File: config.mk
export PLATFORM = sky130hd
export DESIGN_NAME = alu
export DESIGN_NICKNAME = d
export VERILOG_FILES = /design/src/rtl/alu.sv
export SDC_FILE = /design/constraint.sdc
export NUM_CORES = 1
export LEC_CHECK = 0
export ABC_AREA = 1
export CORE_AREA = 5 5 204 206
export DETAILED_ROUTE_END_ITERATION = 8
export DIE_AREA = 0 0 209 211
export HOLD_SLACK_MARGIN = 0.12
export PLACE_DENSITY = 0.38
export SLEW_MARGIN = 15
export SYNTH_ARGS = -nofsm -noshare
export SYNTH_HDL_FRONTEND = slang
export SYNTH_SLANG_ARGS = --single-unit
File: constraint.sdc
create_clock -name clk -period 7.2 [get_ports clk]
set_input_delay 0.72 -clock clk [delete_from_list [all_inputs] [get_ports clk]]
set_output_delay 0.72 -clock clk [all_outputs]
set_load 0.005 [all_outputs]
File: src/rtl/alu.sv
// 32-bit integer ALU with registered Result and Zero outputs.
// Operands and opcode are sampled on the rising clock edge.
// Result and Zero change together on that edge.
module alu #(
   parameter int unsigned WIDTH = 32
) (
   input  logic             clk,
   input  logic             rst,
   input  logic [WIDTH-1:0] A,
   input  logic [WIDTH-1:0] B,
   input  logic [2:0]       ALU_operation,
   output logic [WIDTH-1:0] Result,
   output logic             Zero
);

   localparam int unsigned SHAMT_W = $clog2(WIDTH);

   typedef enum logic [2:0] {
      OP_ADD = 3'b000,
      OP_AND = 3'b001,
      OP_OR  = 3'b010,
      OP_XOR = 3'b011,
      OP_SUB = 3'b100,
      OP_NOR = 3'b101,
      OP_SLT = 3'b110,
      OP_SLL = 3'b111
   } alu_op_e;

   alu_op_e          op;
   logic [WIDTH-1:0] result_d;
   logic [WIDTH-1:0] result_q;
   logic             zero_d;
   logic             zero_q;
   logic [SHAMT_W-1:0] shamt;

   assign op    = alu_op_e'(ALU_operation);
   assign shamt = B[SHAMT_W-1:0];

   // Next Result for every opcode; Zero comes from this value, not the old register.
   always_comb begin
      result_d = '0;
      case (op)
         OP_ADD:  result_d = A + B;
         OP_AND:  result_d = A & B;
         OP_OR:   result_d = A | B;
         OP_XOR:  result_d = A ^ B;
         OP_SUB:  result_d = A - B;
         OP_NOR:  result_d = ~(A | B);
         OP_SLT:  result_d[0] = ($signed(A) < $signed(B));
         OP_SLL:  result_d = A << shamt;
         default: result_d = '0;
      endcase
      zero_d = (result_d == '0);
   end

   // Output registers; reset value of Zero matches a cleared Result.
   always_ff @(posedge clk) begin
      if (rst) begin
         result_q <= '0;
         zero_q   <= 1'b1;
      end else begin
         result_q <= result_d;
         zero_q   <= zero_d;
      end
   end

   assign Result = result_q;
   assign Zero   = zero_q;

endmodule

== Word-level counts from Yosys, hierarchy flattened ==
Cells that the tools add are included.
W data, S select, Z words.
Cells by class
  shifts and indexed selects: 1
  bitwise operators: 4
  reduce and logical (&&, ||, !) cells: 2
  $add $sub $neg: 2
  multiplexer cells: 2
  equal/unequal tests: 7
  order comparisons: 1
Operator list (count)
  $pmux W31 S7: 1
  $add A32 B32 Y32: 1
  $and A32 B32 Y32: 1
  $logic_not A32 Y1: 1
  $lt A32 B32 Y1: 1
  $not A32 Y32: 1
  $or A32 B32 Y32: 1
  $shl A32 B5 Y32: 1
  $sub A32 B32 Y32: 1
  $xor A32 B32 Y32: 1
  $eq A3 B3 Y1 const B: 4
  $pmux W1 S8: 1
  $eq A3 B2 Y1 const B: 2
  $eq A3 B1 Y1 const B: 1
  $logic_not A3 Y1: 1
Word-level totals
  word-level logic and storage cells: 21
  bits in registers: 33

== Longest topological paths before layout ==
Gate-level depths: netlist (run 1).
  depth in word-level cells: 4
  depth in mapped cells: 24

== Worst setup path before layout (run 1) ==
No wires, ideal clock.
  path type: in2reg
  start point: in B[2]
  end point: reg zero_q (netlist: Zero)
  path buffers: 4
  setup slack: 4.225 ns
  required time: 7.139 ns
  setup time: 0.061 ns
  stages: 23
  arrival: 2.914 ns
  cell sequence: buf_2 -> inv_1 -> buf_2 -> buf_2 -> ha_1 -> buf_2 -> inv_1 -> nand2_1 -> nand2_1 -> nand3_1 -> nand2_1 -> nand2_1 -> nand3_1 -> nand2_1 -> nor2_1 -> nand2_1 -> nor2_1 -> nand2_1 -> nor2_1 -> nand3_1 -> nor2_1 -> nand3_1 -> nand2_1
On the way
  cells in the longest elaborated chain, start to end: 4
  elaborated cells on any way between the ends: 11
  classes of those cells: add/sub: 2; order compare: 1; shift: 1; mux: 2; bitwise: 4; reduce/logical: 1
Ends and longest elaborated chain
  start, declared: line 10  | input logic [WIDTH-1:0] B,
  parallel branches: the longest is 3 deep, another holds $sub A32 B32 Y32
  $logic_not A32 Y1 *: line 53  | zero_d = (result_d == '0);
  end signal, assigned: line 63  | zero_q <= zero_d;
  end, declared: line 33  | logic zero_q;
Every way passes the cells marked *.
A chain may end at the register's enable or synchronous reset.

== Worst setup path in the final report (run 1) ==
Same ends and word-level chain as after synthesis.

==> qor.txt, run 1 <==
========================================================================================
Status .................................................................... complete, no violations
Clock Pin Slew Worst Setup and Hold Paths .................................      0.06 ns
Synthesis warning total ...................................................            0
Buffer type at the clock tree root ........................................    clkbuf_16
Number of antenna violations at the first check in global routing .........            1
Cell repeated most along the worst path ...................................      nand2_1
Final period demand of the worst path .....................................     4.175 ns
Total core area ...........................................................   39,460 µm²
Highest achievable clock rate .............................................    239.5 MHz
Maximum number of pins on one net before global-route repair ..............           56
MaxCap Viol Count .........................................................            0
Wire length of the first global-routing pass ..............................     75.70 mm
Number of nets in the synthesized netlist .................................        2,074
Relative slew slack .......................................................       20.71%
Synthesized area divided by synthesized cell count ........................    5.175 µm²
Maximum vdd drop ..........................................................   0.07449 mV
CP required ...............................................................      7.43 ns
Number of rows created at floorplan .......................................           73
Via count .................................................................       12,265
Portion of the clock cycle consumed by the worst path in the final layout .       57.99%
Number of buffers added on ports ..........................................          101
Switching part of the total ...............................................       51.49%
Post-Syn Area .............................................................     9786 µm²
Crit path max-delay cell type ............................................. clkdlybuf4s50_1
Setup TNS .................................................................         0 ns
Setup Buffers After CTS ...................................................            0
Tightest Pin Transition ...................................................     1.185 ns
Power per Cell Area ....................................................... 115.0 nW/µm²
Chip width ................................................................       209 µm
Category of the worst setup path capture point ............................     register
NetSw .....................................................................    0.6705 mW
HPWL reported at the end of detailed placement ............................     44.10 mm
TritonCTS Buffers .........................................................            5
Number of library cell types mapped by synthesis ..........................           48
FF+latch count, synth .....................................................           33
Classification of the worst-slack hold path ............................... input pin to register
Signal arrival time at the worst endpoint .................................      4.40 ns
Overall die area ..........................................................   44,100 µm²
Via count normalized by instance count ....................................        4.980
Starting DRT DRC Count ....................................................        1,123
Core occupancy in the finished layout .....................................       28.68%
Global-route usage over all layers ........................................       22.71%
Cell chain of the critical path ........................................... clkdlybuf4s50_1 -> buf_4 -> inv_1 -> buf_4 -> ha_1 -> inv_1 -> nand2_1 -> nand2_1 -> nand3_1 -> nand2_1 -> nand2_1 -> nand2_1 -> nand2_1 -> nand2_1 -> nand2_1 -> nand3_1 -> nand3_1 -> nor2_1 -> nand2_1 -> nor2_1 -> nand3_1 -> nand2_1
DR DRC count ..............................................................            0
Logic pwr share ...........................................................        63.6%
Critical setup path kind .................................................. input pin to register
Number of max-slew violations in the final report .........................            0
Internal power ............................................................    0.6316 mW
P&R area growth vs syn ....................................................       15.66%
Antenna violation net count after detailed routing ........................            0
Instance count of the mapped netlist ......................................        1,891
Slowest Stage Delay on Critical Path ......................................      0.45 ns
Largest fanout of any net on the critical path ............................           40
Leakage ...................................................................     6.125 nW
FILL cells ................................................................        4,700
Final routed wirelength across all metal layers ...........................     51.89 mm
Total congestion overflow after global routing ............................            0
Sequential Power Share ....................................................        15.7%
Post-synthesis sequential area ratio ......................................       6.751%
TritonCTS clock tree ......................................................         done
Vias in the first global route ............................................       11,680
Clk buf depth .............................................................            2
Total inserted antenna cells ..............................................            0
CP Launch Type ............................................................    input pin
WL/cell ...................................................................     21.07 µm
Post-CTS sizing ...........................................................            0
Share of final-layout standard cells stronger than drive strength 1 .......       2.425%
Fin nets ..................................................................        2,120
Hold buffer count at CTS ..................................................            0
RePlAce Congestion ........................................................       0.9259
Router iterations before antenna repair ...................................            6
Count of pins on the block boundary .......................................          102
Initial core utilization ..................................................       24.80%
Deepest level of the CTS H-tree ...........................................            2
Total of endpoints with negative setup slack in the final report ..........            0
Height of the die .........................................................       211 µm
Clock sink total ..........................................................           33
RSZ-0062 raised after global routing ......................................           no
Hold violation count in the final report ..................................            0
Power share of the clock group ............................................        20.7%
========================================================================================
-- synthesized netlist by cell type, drive strengths merged --
cell / instances / area share, %
nand2: 598 / 23
inv: 329 / 13
nand3: 286 / 15
nor2: 201 / 7.8
ha: 112 / 14
a21oi: 60 / 3.1
buf: 58 / 3.5
o21ai: 52 / 2.7
dfxtp: 33 / 6.8
nand4: 33 / 2.1
nor3: 21 / 1.2
o211ai: 19 / 1.5
o22ai: 18 / 1.3
clkbuf: 17 / 0.65
o21bai: 12 / 0.92
nand3b: 8 / 1.0
a211oi: 6 / 0.56
or2: 4 / 0.26
a22oi: 3 / 0.23
and2: 3 / 0.19
a221oi: 2 / 0.18
clkinv: 2 / 0.077
fa: 2 / 0.41
nor3b: 2 / 0.15
nor4: 2 / 0.13
o2111ai: 2 / 0.18
o221ai: 2 / 0.24
a21boi: 1 / 0.077
a31oi: 1 / 0.064
and3: 1 / 0.064
o2111a: 1 / 0.12
-- critical path, delay by kind of cell --
kind,cells,cell delay [ns]
fa+ha+maj,1,0.45
simple gates,16,1.93
buf+inv,5,1.25
-- flip-flops by register name (all words and copies together) (netlist names) --
signal / flops
Result: 32
Zero: 1
-- per-layer routing --
layer / routed length, µm / up-vias / track usage (%)
li1: - / 6075 / -
met1: 25730 / 5724 / 33.66
met2: 22540 / 429 / 36.27
met3: 2702 / 37 / 1.723
met4: 915 / 0 / 4.568
met5: 0 / - / 0
-- worst paths after layout --
path                  start   endpoint  slack, ns  cells past startpoint
worst max-delay path   B[2]       Zero       3.02                     22
worst min-delay path   B[0]  Result[1]       1.49                      7
-- kinds of logic after synthesis --
family / synth area share [%]
AO/OA/AOI/OAI: 11.07
flip-flops: 6.751
adder cells (fa/ha/maj): 14.73
buffers and inverters: 16.84
AND/OR/NAND/NOR: 50.61
-- layout make-up --
cell class / instances / area (µm²) / area share, %
multi-input cells: 1452 / 7482 / 66.11
inverters: 331 / 1242 / 10.98
repair buffers: 114 / 1104 / 9.750
flip-flops and latches: 33 / 660.6 / 5.837
well taps: 525 / 656.9 / 5.804
clock buffers: 7 / 142.6 / 1.260
clock inverters: 1 / 30.03 / 0.2653
-- per-stage QoR --
stage | instance area, µm² | hold slack (ns) | power (mW) | setup slack [ns] | instances
6_report | 11320 | 1.491 | 1.302 | 3.025 | 2463
5_1_grt | 11320 | 1.543 | 1.395 | 2.701 | 2463
4_1_cts | 11320 | 1.490 | 1.302 | 3.097 | 2463
3_5_place_dp | 11150 | 1.424 | 1.023 | 2.788 | 2455
3_3_place_gp | 11150 | 1.424 | 1.030 | 2.709 | 2455
2_1_floorplan | 9786 | 0.9110 | 0.6940 | 4.225 | 1891
-- placed cells by master, fill, tap and decap left out, types with 13 or more instances in the layout --
master | synthesis | layout
nand3_1 | 284 | 284
ha_1 | 112 | 112
clkdlybuf4s50_1 | 0 | 100
nor3_1 | 19 | 18
nand4_1 | 33 | 33
nand2_1 | 597 | 597
o21ai_0 | 50 | 50
nor2_1 | 199 | 199
o211ai_1 | 19 | 19
a21oi_1 | 59 | 59
dfxtp_1 | 33 | 33
inv_1 | 323 | 323
buf_4 | 5 | 13
o22ai_1 | 16 | 16
-- power groups by stage --
stage          Combinational [mW]  Sequential, mW  Clock [mW]
4_1_cts                     0.818           0.204       0.279
3_3_place_gp                0.822           0.208           0
3_5_place_dp                0.815           0.208           0
6_report                    0.829           0.204       0.269
2_1_floorplan               0.483           0.211           0
5_1_grt                     0.907           0.206       0.282
No activity file was read; power rests on OpenSTA's default activity.
==> run 2: changes to the inputs <==
--- a/config.mk
+++ b/config.mk
@@ -10,7 +10,7 @@
 export DETAILED_ROUTE_END_ITERATION = 8
 export DIE_AREA = 0 0 209 211
 export HOLD_SLACK_MARGIN = 0.12
-export PLACE_DENSITY = 0.38
+export PLACE_DENSITY = 0.4
 export SLEW_MARGIN = 15
 export SYNTH_ARGS = -nofsm -noshare
 export SYNTH_HDL_FRONTEND = slang
==> constraint.sdc (replaced) <==
create_clock -name clk -period 3.66 [get_ports clk]
set_input_delay 0.366 -clock clk [delete_from_list [all_inputs] [get_ports clk]]
set_output_delay 0.366 -clock clk [all_outputs]
set_load 0.005 [all_outputs]
==> qor.txt, run 2 (synthesis results as in run 1) <==
========================================================================================
RSZ-0062 raised after global routing ......................................           no
Setup Buffers After CTS ...................................................            0
Leakage ...................................................................     6.630 nW
Largest fanout of any net on the critical path ............................            4
Chip width ................................................................       209 µm
Share of final-layout standard cells stronger than drive strength 1 .......       7.674%
Number of rows created at floorplan .......................................           73
Antenna violation net count after detailed routing ........................            0
Clock Pin Slew Worst Setup and Hold Paths .................................      0.07 ns
Logic pwr share ...........................................................        67.9%
Switching part of the total ...............................................       51.54%
Buffer type at the clock tree root ........................................    clkbuf_16
Number of max-slew violations in the final report .........................            0
Internal power ............................................................     1.267 mW
WL/cell ...................................................................     20.50 µm
Vias in the first global route ............................................       11,871
Placed inst area ..........................................................   11,960 µm²
Classification of the worst-slack hold path ............................... input pin to register
Clk buf depth .............................................................            2
P&R area growth vs syn ....................................................       23.67%
Relative slew slack .......................................................       18.81%
Global-route usage over all layers ........................................       23.01%
Height of the die .........................................................       211 µm
Final cell area excluding filler cells ....................................   12,100 µm²
RePlAce Congestion ........................................................       0.9535
Hold violation count in the final report ..................................            0
Deepest level of the CTS H-tree ...........................................            2
TritonCTS clock tree ......................................................         done
CP required ...............................................................      3.88 ns
Portion of the clock cycle consumed by the worst path in the final layout .       91.14%
Power per Cell Area ....................................................... 216.0 nW/µm²
Via count .................................................................       12,573
Maximum vdd drop ..........................................................    0.1393 mV
Critical setup path kind .................................................. input pin to register
Most common cell after layout, fill and taps aside ........................      nand2_1
MaxCap Viol Count .........................................................            0
Most used cells in the layout excluding fill and tap cells ................ 597 x nand2_1, 323 x inv_1, 284 x nand3_1, 199 x nor2_1, 121 x buf_4
Max FFs per register ......................................................           32
Sequential Power Share ....................................................        15.3%
Highest achievable clock rate .............................................    299.8 MHz
Category of the worst setup path capture point ............................     register
NetSw .....................................................................     1.348 mW
Tightest Pin Transition ...................................................     1.213 ns
Number of antenna violations at the first check in global routing .........            0
Hold Path Depth ...........................................................            7
Router iterations before antenna repair ...................................            7
Total of endpoints with negative setup slack in the final report ..........            0
Total core area ...........................................................   39,460 µm²
Signal arrival time at the worst endpoint .................................      3.56 ns
Setup TNS .................................................................         0 ns
Count of pins on the block boundary .......................................          102
Status .................................................................... complete, no violations
Maximum number of pins on one net before global-route repair ..............           53
CP Launch Type ............................................................    input pin
Starting DRT DRC Count ....................................................        1,115
Total congestion overflow after global routing ............................            0
Final period demand of the worst path .....................................     3.336 ns
Total inserted antenna cells ..............................................            0
TritonCTS Buffers .........................................................            5
Overall die area ..........................................................   44,100 µm²
Power share of the clock group ............................................        16.8%
Via count normalized by instance count ....................................        4.890
Clock sink total ..........................................................           33
Total design power ........................................................     2.615 mW
FILL cells ................................................................        4,689
DR DRC count ..............................................................            0
Initial core utilization ..................................................       24.80%
Wire length of the first global-routing pass ..............................     76.29 mm
Final routed wirelength across all metal layers ...........................     52.70 mm
Fin nets ..................................................................        2,228
Number of buffers added on ports ..........................................          101
HPWL reported at the end of detailed placement ............................     45.99 mm
========================================================================================
==> run 2: changes by cell type in the layout (fill, tap and decap cells not counted) <==
| cell | delta |
|---|---|
| bufinv_16 | -1 |
| clkbuf_1 | -1 |
| ha_1 | -1 |
| clkbuf_8 | -1 |
| buf_4 | +108 |
| clkinv_2 | +2 |
| clkinvlp_4 | +1 |
| ha_2 | +1 |
==> run 2: per-layer routing <==
layer  track usage (%)  routed length, µm  up-vias
met1             34.52              26030     5807
met4             4.635               1088        0
met2             35.95              22460      432
met5                 0                  0        -
li1                  -                  -     6291
met3             2.154               3129       43
==> run 2: worst paths after layout <==
check / from / endpoint / slack [ns]
max: A[0] / Zero / 0.32
min: B[0] / Result[1] / 0.97
==> run 2: power by group through the flow <==
stage	Clock [mW]	Combinational, mW	Sequential [mW]
3_5_place_dp	0	1.75	0.410
4_1_cts	0.459	1.76	0.402
2_1_floorplan	0	0.950	0.415
6_report	0.438	1.78	0.401
3_3_place_gp	0	1.76	0.410
5_1_grt	0.468	1.95	0.405
==> run 2: timing repair <==
item	CTS	global route
hold buffers	0	0
setup endpoints to repair	0	1
resized for setup	0	1
==> run 2: layout make-up <==
type / instances / area [µm²] / area share, %
Multi-Input combinational cell: 1452 / 7485 / 61.85
Timing Repair Buffer: 222 / 1914 / 15.82
Inverter: 331 / 1242 / 10.27
Sequential cell: 33 / 660.6 / 5.459
Tap cell: 525 / 656.9 / 5.428
Clock buffer: 5 / 125.1 / 1.034
Clock inverter: 3 / 17.52 / 0.1447
==> run 2: worst max-delay path: stages <==
cell             delay [ns]
clkdlybuf4s50_1        0.57
inv_1                  0.10
ha_1                   0.23
fa_1                   0.43
inv_1                  0.07
nand2_1                0.05
nand2_1                0.18
nand2_1                0.11
inv_1                  0.07
nand2_1                0.08
nand3_1                0.22
nand2_1                0.08
nand3_1                0.14
nand3b_4               0.12
nor3_1                 0.40
nand2_1                0.09
nor2_1                 0.12
nand3_1                0.07
nand2_1                0.06
==> run 2: through the flow <==
step	hold WS, ns	utilization (%)	instances	worst slack, ns
after floorplan	0.5570	-	1891	1.039
after global placement	1.071	30.30	2563	-0.1277
after detailed placement	1.070	30.30	2563	-0.1303
after CTS	0.9600	30.66	2571	0.1591
after global routing	1.057	30.67	2571	0.05400
final	0.9665	30.67	2571	0.3241
==> run 3: changes to the inputs <==
--- a/config.mk
+++ b/config.mk
@@ -10,6 +10,7 @@
 export DETAILED_ROUTE_END_ITERATION = 8
 export DIE_AREA = 0 0 209 211
 export HOLD_SLACK_MARGIN = 0.12
+export MAX_ROUTING_LAYER = met4
 export PLACE_DENSITY = 0.4
 export SLEW_MARGIN = 15
 export SYNTH_ARGS = -nofsm -noshare
==> qor.txt, run 3 (synthesis results as in run 1) <==
========================================================================================
Status .................................................................... complete, no violations
Via count normalized by instance count ....................................        4.869
Max FFs per register ......................................................           32
Global-route usage over all layers ........................................       24.16%
Hold Path Depth ...........................................................            7
Most used cells in the layout excluding fill and tap cells ................ 596 x nand2_1, 323 x inv_1, 284 x nand3_1, 199 x nor2_1, 131 x buf_4
Number of rows created at floorplan .......................................           73
MaxCap Viol Count .........................................................            0
TritonCTS Buffers .........................................................            5
Tightest Pin Transition ...................................................     1.078 ns
Source of the worst hold timing path ......................................         B[0]
# placed instances ........................................................        2,573
Clock Pin Slew Worst Setup and Hold Paths .................................      0.06 ns
Clk buf depth .............................................................            2
Most common cell after layout, fill and taps aside ........................      nand2_1
Share of final-layout standard cells stronger than drive strength 1 .......       8.123%
Power share of the clock group ............................................        19.2%
Fin nets ..................................................................        2,238
Number of antenna violations at the first check in global routing .........            0
Switching part of the total ...............................................       49.42%
Total core area ...........................................................   39,460 µm²
Final period demand of the worst path .....................................     3.404 ns
Portion of the clock cycle consumed by the worst path in the final layout .       92.99%
Buffer type at the clock tree root ........................................    clkbuf_16
Hold violation count in the final report ..................................            0
Setup TNS .................................................................         0 ns
Total of endpoints with negative setup slack in the final report ..........            0
Slowest Stage Delay on Critical Path ......................................      0.54 ns
Total inserted antenna cells ..............................................            0
Critical setup path kind .................................................. input pin to register
Relative slew slack .......................................................       27.89%
Vias in the first global route ............................................       12,040
Router iterations before antenna repair ...................................            5
Cell repeated most along the worst path ...................................       nor2_1
Logic pwr share ...........................................................        66.1%
Highest achievable clock rate .............................................    293.8 MHz
WP buf/inv ................................................................            4
Top delay family on crit path ............................................. simple AND/OR/NAND/NOR gates
Starting DRT DRC Count ....................................................        1,086
Category of the worst setup path capture point ............................     register
Maximum vdd drop ..........................................................    0.1520 mV
Total design power ........................................................     2.710 mW
WL/cell ...................................................................     20.62 µm
Placed inst area ..........................................................   12,030 µm²
Maximum number of pins on one net before global-route repair ..............           54
RePlAce Congestion ........................................................       0.9613
Number of buffers added on ports ..........................................          101
P&R area growth vs syn ....................................................       24.77%
Initial core utilization ..................................................       24.80%
Overall die area ..........................................................   44,100 µm²
Deepest level of the CTS H-tree ...........................................            2
Sequential Power Share ....................................................        14.8%
Final routed wirelength across all metal layers ...........................     53.22 mm
Clock sink total ..........................................................           33
FILL cells ................................................................        4,729
Levels on crit path .......................................................           19
Number of max-slew violations in the final report .........................            0
Critical path origin ......................................................         A[1]
Height of the die .........................................................       211 µm
Signal arrival time at the worst endpoint .................................      3.63 ns
Final cell area excluding filler cells ....................................   12,210 µm²
CP Launch Type ............................................................    input pin
Crit path max-delay cell type ............................................. clkdlybuf4s50_1
TritonCTS clock tree ......................................................         done
Leakage ...................................................................     6.695 nW
Via count .................................................................       12,567
Count of pins on the block boundary .......................................          102
RSZ-0062 raised after global routing ......................................           no
Count of placed standard cells in the final layout, fillers left out ......        2,581
Largest fanout of any net on the critical path ............................            4
Power per Cell Area ....................................................... 222.0 nW/µm²
HPWL reported at the end of detailed placement ............................     46.52 mm
Antenna violation net count after detailed routing ........................            0
Cell chain of the critical path ........................................... clkdlybuf4s50_1 -> inv_1 -> ha_1 -> inv_1 -> nand2_1 -> a21oi_1 -> buf_4 -> nor2_1 -> nor2_1 -> nand3_1 -> nor2_1 -> nand3_1 -> nor2_1 -> nand2_1 -> nor2_1 -> nand3_1 -> nor2_1 -> nand3_1 -> nand2_1
Internal power ............................................................     1.371 mW
Total congestion overflow after global routing ............................            0
Classification of the worst-slack hold path ............................... input pin to register
Wire length of the first global-routing pass ..............................     77.98 mm
DR DRC count ..............................................................            0
CP required ...............................................................      3.88 ns
Chip width ................................................................       209 µm
NetSw .....................................................................     1.339 mW
========================================================================================
==> run 3: cell types whose count changed in the layout (fill, tap and decap cells not counted), sizes merged <==
cell	previous run	this run
clkbuf	5	7
clkinvlp	1	0
bufinv	0	1
clkinv	4	2
buf	122	132
==> run 3: final cells by class <==
class / count / area [µm²] / area share (%)
Sequential cell: 33 / 660.6 / 5.411
Inverter: 331 / 1242 / 10.18
Tap cell: 525 / 656.9 / 5.380
Timing Repair Buffer: 232 / 1989 / 16.29
Multi-Input combinational cell: 1452 / 7487 / 61.32
Clock buffer: 7 / 142.6 / 1.168
Clock inverter: 1 / 30.03 / 0.2460
==> run 3: final timing paths <==
check	endpoint	slack (ns)
max	Zero	0.26
min	Result[1]	0.91
==> run 3: repair_timing <==
item                       4_1_cts  5_1_grt
hold buffers                     0        0
setup endpoints to repair        0        1
setup buffers                    0        0
gates resized for setup          0        2
==> run 3: power groups by stage <==
stage          sequential (mW)  clock (mW)  combinational [mW]
6_report                 0.401       0.519                1.79
5_1_grt                  0.404       0.547                1.97
4_1_cts                  0.401       0.539                1.77
3_5_place_dp             0.409           0                1.77
3_3_place_gp             0.409           0                1.78
2_1_floorplan            0.415           0               0.950
==> run 3: through the flow <==
step                      hold WS [ns]  setup slack (ns)  util [%]
final                           0.9052            0.2564     30.94
after global routing             1.025           0.03311     30.94
after global placement           1.071          -0.08153     30.49
after CTS                       0.9133            0.2001     30.93
after floorplan                 0.5570             1.039         -
after detailed placement         1.071           -0.1038     30.49
==> run 3: metal layers <==
metal / GRT usage [%] / wire length, µm / vias up
met5: - / 0 / -
met2: 37.82 / 23310 / 380
met1: 35.03 / 26860 / 5868
li1: - / - / 6293
met3: 2.035 / 2525 / 26
met4: 2.993 / 527 / 0
